==> config.mk <==
export PLATFORM = sky130hd
export DESIGN_NAME = lcd_rx
export DESIGN_NICKNAME = d
export VERILOG_FILES = /design/src/rtl/lcd_rx.sv
export SDC_FILE = /design/constraint.sdc
export NUM_CORES = 1
export LEC_CHECK = 0
export BUFFER_PORTS_ARGS = -buffer_cell sky130_fd_sc_hd__buf_2
export CAP_MARGIN = 25
export CELL_PAD_IN_SITES_DETAIL_PLACEMENT = 1
export CELL_PAD_IN_SITES_GLOBAL_PLACEMENT = 2
export CORE_UTILIZATION = 40
export DETAILED_ROUTE_END_ITERATION = 16
export HOLD_SLACK_MARGIN = 0.02
export PLACE_DENSITY_LB_ADDON = 0.3
export SYNTH_ARGS = -nofsm -noshare
export SYNTH_HDL_FRONTEND = slang
export SYNTH_SLANG_ARGS = --single-unit
==> constraint.sdc <==
create_clock -name clk -period 3 [get_ports clk]
set_input_delay 0.15 -clock clk [delete_from_list [all_inputs] [get_ports clk]]
set_output_delay 0.15 -clock clk [all_outputs]
set_load 0.05 [all_outputs]
==> src/rtl/lcd_rx.sv <==
// lcd_rx: serial-RGB LCD receiver; rebuilds {R,G,B} pixels with x/y, finds line/frame edges, flags bad timing.
// Latency: pix_valid one clk after the B byte; line_done/frame_done one clk after the causing sample.
// Backpressure: none; the transmitter free-runs and every output is a one-shot strobe or sticky flag.
//
// Ports: clk/resetn (async active-low); lcd_dat/lcd_den/lcd_vsync/lcd_hsync from the panel path
// (den and syncs active low, hsync unused); err_clr clears the sticky errors.
// Outputs: pix_valid/pix_rgb/pix_x/pix_y/frame_start pixel stream, line_done/frame_done pulses,
// locked, err_partial/err_width/err_height sticky flags.
// Optional: define LCD_RX_CRC_EN to add frame_crc, a CRC-16-CCITT of each frame's accepted bytes.
module lcd_rx #(
  parameter int H_VISIBLE = 320,
  parameter int V_VISIBLE = 240
) (
  input  logic        clk,
  input  logic        resetn,
  input  logic [7:0]  lcd_dat,
  input  logic        lcd_hsync,
  input  logic        lcd_vsync,
  input  logic        lcd_den,
  input  logic        err_clr,
  output logic        pix_valid,
  output logic [23:0] pix_rgb,
  output logic [8:0]  pix_x,
  output logic [7:0]  pix_y,
  output logic        frame_start,
  output logic        line_done,
  output logic        frame_done,
  output logic        locked,
  output logic        err_partial,
  output logic        err_width,
  output logic        err_height
`ifdef LCD_RX_CRC_EN
  ,
  output logic [15:0] frame_crc
`endif
);

  typedef enum logic {HUNT, ACTIVE} state_t;

  localparam logic [8:0] H_PIX  = 9'(H_VISIBLE);
  localparam logic [7:0] V_ROWS = 8'(V_VISIBLE);

  state_t     state;
  logic       vsync_q;
  logic [1:0] ch;
  logic [7:0] r_q;
  logic [7:0] g_q;
  logic [8:0] x_cnt;
  logic [7:0] row;
  logic       line_act;   // at least one byte seen since the last line end
  logic       vs_edge;

  // Line timing comes from den alone; hsync is deliberately ignored.
  logic unused_hsync;
  assign unused_hsync = lcd_hsync;

  assign vs_edge = vsync_q & ~lcd_vsync;

`ifdef LCD_RX_CRC_EN
  logic [15:0] crc_run;

  function automatic logic [15:0] crc16_byte(input logic [15:0] c, input logic [7:0] d);
    logic [15:0] t;
    t = c ^ {d, 8'h00};
    for (int i = 0; i < 8; i++) begin
      t = t[15] ? ((t << 1) ^ 16'h1021) : (t << 1);
    end
    return t;
  endfunction
`endif

  always_ff @(posedge clk or negedge resetn) begin
    if (!resetn) begin
      state       <= HUNT;
      vsync_q     <= 1'b0;
      ch          <= 2'd0;
      r_q         <= 8'd0;
      g_q         <= 8'd0;
      x_cnt       <= 9'd0;
      row         <= 8'd0;
      line_act    <= 1'b0;
      pix_valid   <= 1'b0;
      pix_rgb     <= 24'd0;
      pix_x       <= 9'd0;
      pix_y       <= 8'd0;
      frame_start <= 1'b0;
      line_done   <= 1'b0;
      frame_done  <= 1'b0;
      locked      <= 1'b0;
      err_partial <= 1'b0;
      err_width   <= 1'b0;
      err_height  <= 1'b0;
`ifdef LCD_RX_CRC_EN
      crc_run     <= 16'hFFFF;
      frame_crc   <= 16'h0000;
`endif
    end else begin
      vsync_q     <= lcd_vsync;
      pix_valid   <= 1'b0;
      frame_start <= 1'b0;
      line_done   <= 1'b0;
      frame_done  <= 1'b0;
      // Clear first; any error raised below in the same cycle wins.
      if (err_clr) begin
        err_partial <= 1'b0;
        err_width   <= 1'b0;
        err_height  <= 1'b0;
      end

      if (vs_edge) begin
        frame_done <= 1'b1;
        locked     <= 1'b1;
        state      <= ACTIVE;
        row        <= 8'd0;
        x_cnt      <= 9'd0;
        ch         <= 2'd0;
        line_act   <= 1'b0;
`ifdef LCD_RX_CRC_EN
        frame_crc  <= crc_run;
        crc_run    <= 16'hFFFF;
`endif
        // The first boundary after HUNT closes a frame we never watched, so it is not checked.
        if (state == ACTIVE) begin
          if (row != V_ROWS) err_height <= 1'b1;
          if (!lcd_den)      err_partial <= 1'b1;
        end
      end else if (state == ACTIVE) begin
        if (!lcd_den) begin
          line_act <= 1'b1;
`ifdef LCD_RX_CRC_EN
          crc_run  <= crc16_byte(crc_run, lcd_dat);
`endif
          case (ch)
            2'd0: begin
              r_q <= lcd_dat;
              ch  <= 2'd1;
            end
            2'd1: begin
              g_q <= lcd_dat;
              ch  <= 2'd2;
            end
            default: begin
              pix_valid   <= 1'b1;
              pix_rgb     <= {r_q, g_q, lcd_dat};
              pix_x       <= x_cnt;
              pix_y       <= row;
              frame_start <= (x_cnt == 9'd0) && (row == 8'd0);
              x_cnt       <= x_cnt + 9'd1;
              if (x_cnt == 9'd511) err_width <= 1'b1;
              ch          <= 2'd0;
            end
          endcase
        end else begin
          if (ch != 2'd0) err_partial <= 1'b1;
          ch <= 2'd0;
          if (line_act) begin
            line_done <= 1'b1;
            if (x_cnt != H_PIX) err_width <= 1'b1;
            if (row != 8'hFF) row <= row + 8'd1;
            x_cnt    <= 9'd0;
            line_act <= 1'b0;
          end
        end
      end
    end
  end

endmodule

# == Word-level counts from Yosys, hierarchy flattened ==
# Cells that the tools add are included.
# classes
add_sub_neg,2
eq_ne,7
muxes,49
bitwise_logic,5
n_reduce_logical,15
# ops
operator,count
9-bit two-way mux,5
8-bit two-way mux,5
1-bit two-way mux,35
8-bit != test (second input constant),2
4-bit AND reduction,4
2-bit nonzero test,5
9-bit by 1-bit adder with 9-bit output (second input constant),1
9-bit equality test (second input constant),1
9-bit zero test,1
9-bit != test (second input constant),1
8-bit by 1-bit adder with 8-bit output (second input constant),1
8-bit zero test,1
2-bit two-way mux,3
3-bit by 1-bit != test with 1-bit output (second input constant),2
1-bit inverter,4
2-bit one-hot mux with 2 select lines,1
3-bit AND reduction,1
2-bit by 1-bit equality test with 1-bit output (second input constant),1
2-bit zero test,1
2-bit OR reduction,1
1-bit AND,1
1-bit logical AND,1
# totals
reg_bits,86
input_bits,14
out_inout_bits,49
elab_cells,96

# == Longest topological paths before layout ==
# depth
depth_word,6
mapped_depth,8
mapped_depth_nobuf,7

# == Least setup slack after synthesis ==
# No wires, ideal clock.
# synth_timing
kind,reg-to-reg
startpoint,register state
endpoint,register g_q[0]
setup_ps,125
arrival_ps,1710
t_required_ps,2875
path_slack_ps,1166
stages_incl_launch_ff,4
path_buffers,1
period_less_slack_ps,1834
cell_sequence,dfrtp_1 clkbuf_1 nand4b_1 mux2_2
# synth_via
elab_chain_len,1
# synth_rtl
item,line_no,text
"start, declared",43,state_t state;
"start signal, assigned",74,state <= HUNT;
"start signal, assigned",113,state <= ACTIVE;
4-bit AND reduction (no source line),-,
"end signal, assigned",139,g_q <= lcd_dat;
"end, declared",47,logic [7:0] g_q;
# No other way between the ends.
# A chain may end at the register's enable or synchronous reset.

# == Final worst setup path ==
# layout_timing
startpoint,input port lcd_vsync
endpoint,register pix_rgb[16]
# layout_via
elab_chain_len,4
# layout_rtl
item,line_no,text
"start, declared",18,"input logic lcd_vsync,"
1-bit inverter,57,assign vs_edge = vsync_q & ~lcd_vsync;
1-bit AND,57,
1-bit inverter (no source line),-,
4-bit AND reduction (no source line),-,
"end signal, assigned",144,"pix_rgb <= {r_q, g_q, lcd_dat};"
"end, declared",22,"output logic [23:0] pix_rgb,"
# No other way between the ends.

==> flow_summary.ini <==
[synth]
yosys.area_share.simple_pct = 10.5
ys_warn_count = 0
yosysSeqAreaShare_pct = 60.6
synth_top_family_by_area = multiplexers
synth_nets = 292
netlist_instances = 273
synth_compound_area_share_pct = 4.65
muxShareOfSynthArea_pct = 19.3
synth_xor_area_share_pct = 0.494
syn_area_sq_um = 3550
yosys.cell_types.count = 37
syn_area_per_cell_sq_um = 13.0
synth_seq_cells = 86
synthAdderAreaFrac_pct = 1.76

[timing]
finalCritPeriodShare_pct = 77.8
finalCriticalPeriod_ns = 2.33
slew_headroom_pct = 61.6
setup_viol = 0
max_freq_mhz = 428
fin_ws_ns = 0.666
final.setup_skew_ns = 0.0103
hold_violations = 0
drv_slew = 0
finalSetupTns_ns = 0
rsz0062_at_grt = no
tightest_slew_ns = 0.574
whs_ns = 0.0569

[clock_tree]
htree_levels = 3
numCtsBuffers = 9
tritoncts = yes
postCtsSetupBuffers = 0
cts_buffer_depth = 2
clk_latency_ns = 0.35
cts_sinks = 86
clk_pin_slew_worst_paths_ns = 0.10
cts_root_buffer = clkbuf_8

[worst_setup_path]
path_common_cell = inv_2
cp-start-kind = input pin
path_cells = dlygate4sd3_1, buf_2, nand2b_2, inv_2, nor2_1, nand3_1, inv_2, buf_12, mux2_2
cp_slowest_cell = dlygate4sd3_1
critPathMaxStageDelay_ns = 0.52
critPathRequiredTime_ns = 3.23
cp.arrival_ns = 2.57
crit_family = buffers and inverters
crit_type = input pin to flop
cp_max_fo = 30
critPathCaptureType = flop
path_buf_inv = 5

[finish]
fin_util_pct = 50.4
nNetsFinal = 362
fillers = 902
area_growth_pct = 18.9
layout_commonest_cell = dfrtp_1
mostFrequentLayoutCells = 86 x dfrtp_1, 60 x buf_2, 58 x mux2_2, 21 x nand2_1, 18 x nor2_1
antennaDiodeCount = 0
drive_gt1_share_pct = 40.5
stdcell_count = 453

[flow_run]
maxCapViolCount = 0

[routing]
drt_iter0_markers = 66
finalWirelength_um = 7630
viasPerCell = 5.29
wl_per_cell_um = 16.8
dr.pass1.iters = 4
postRouteAntennaNets = 0
num_vias = 2396
drc = 0

[place]
io_buffers = 61
place.gp.congestion = 0.775
dp.cells = 434
hpwl_um = 5240
pre_cts_ws_ns = 0.744

[grt]
grt_max_degree = 57
grt_pass1_wl_um = 12700
grt_overflow = 0
grt_pass1_vias = 2519
grt_usage_pct = 18.3
grt_antenna_before_repair = 0

[floorplanning]
die_width_um = 96.2
dieHeight_um = 96.2
dieArea_sq_um = 9250
core_area_sq_um = 8380
io_pins = 63
fp-row-count = 33
start_util_pct = 42.3

[pwr]
p_per_area_nw_per_um2 = 811
p_leak_nw = 2.08
vdd_ir_drop_max_mv = 0.494

[hold_path]
worstHoldPathType = input pin to flop

[status]
status = completed
[final timing paths]
check / start / slack (ns) / depth (start not counted) / endpoint
min: lcd_dat[6] / 0.06 / 2 / r_q[6]$_DFFE_PN0P_
max reg2reg: vsync_q$_DFF_PN0_ / 0.77 / 7 / pix_rgb[16]$_DFFE_PN0P_
min reg2reg: pix_x[2]$_DFFE_PN0P_ / 0.51 / 1 / pix_x[2]$_DFFE_PN0P_
min in group asynchronous: resetn / 0.28 / 2 / row[7]$_DFFE_PN0P_
max in group asynchronous: resetn / 2.11 / 3 / pix_rgb[8]$_DFFE_PN0P_
max: lcd_vsync / 0.67 / 9 / pix_rgb[16]$_DFFE_PN0P_
[cells by family after synthesis]
logic type / after synthesis
buf+inv: 19
fa+ha+maj: 5
compound gates: 25
mux: 61
xor+xnor: 2
simple gates: 75
flops: 86
[sequential cells by signal (all words and copies together), names as in the netlist, 2 cells and up]
register,count
pix_x,9
g_q,8
row,8
pix_rgb,24
r_q,8
ch,2
x_cnt,9
pix_y,8
[cell usage after synthesis (all sizes together)]
cell type / number / area [sq um]
a41o: 1 / 10.0
nand2b: 1 / 8.76
nor3: 4 / 20.0
mux2i: 3 / 30.0
o211ai: 2 / 15.0
a21oi: 7 / 38.8
mux2: 58 / 653
o21ai: 6 / 30.0
inv: 12 / 45.1
nand4b: 1 / 8.76
nor2b: 1 / 6.26
a31oi: 1 / 6.26
a22o: 3 / 26.3
ha: 5 / 62.6
nor4: 1 / 6.26
xnor2: 1 / 8.76
a211oi: 2 / 15.0
nor2: 18 / 67.6
or4b: 1 / 10.0
and4: 2 / 17.5
and3: 2 / 12.5
a311oi: 1 / 8.76
or3: 3 / 18.8
nor4b: 1 / 8.76
nand3: 11 / 55.1
and2: 1 / 6.26
clkbuf: 2 / 7.51
buf: 5 / 41.3
nand4: 3 / 18.8
xor2: 1 / 8.76
dfrtp: 86 / 2150
or4: 4 / 30.0
nand2: 21 / 78.8
o31ai: 2 / 15.0
[report_power, final]
group	internal, mW	total, mW	switching, mW
Combinational	0.306	1.09	0.779
Clock	0.397	0.833	0.437
Sequential	1.39	1.50	0.116
Total	2.09	3.42	1.33
[layout make-up]
| cell class | count | area, sq um | area share, % |
|---|---|---|---|
| Sequential cell | 86 | 2150 | 51.0 |
| Timing Repair Buffer | 66 | 385 | 9.13 |
| Inverter | 12 | 45.0 | 1.07 |
| Clock inverter | 7 | 80.1 | 1.90 |
| Multi-Input combinational cell | 168 | 1300 | 30.9 |
| Tap cell | 105 | 131 | 3.11 |
| Clock buffer | 9 | 124 | 2.94 |
[timing repair]
item	in CTS	in global routing
gates resized for setup	0	0
hold buffers	3	0
hold endpoints to repair	32	0
[stage by stage]
| stage | cell area [sq um] | power [mW] |
|---|---|---|
| global route | 4220 | 3.59 |
| finish | 4220 | 3.42 |
| global placement | 3960 | 2.59 |
| CTS | 4220 | 3.48 |
| floorplan | 3550 | 2.33 |
| detailed placement | 3990 | 2.62 |
[metal layers]
metal / up-vias / routed length, um / global-route usage (%)
li1: 1112 / - / -
met1: 1218 / 3470 / 23.6
met2: 57 / 3680 / 29.8
met3: 9 / 382 / 4.42
met4: 0 / 102 / 7.09
met5: - / 0 / 0
[worst register-to-register path, stage by stage, from the launching register on]
cell,delay [ns]
dfrtp_1,0.38
nand2b_2,0.11
inv_2,0.15
nor2_1,0.28
nand3_1,0.21
inv_2,0.37
buf_12,0.26
mux2_2,0.37
Power figures use the tool's default switching activity.
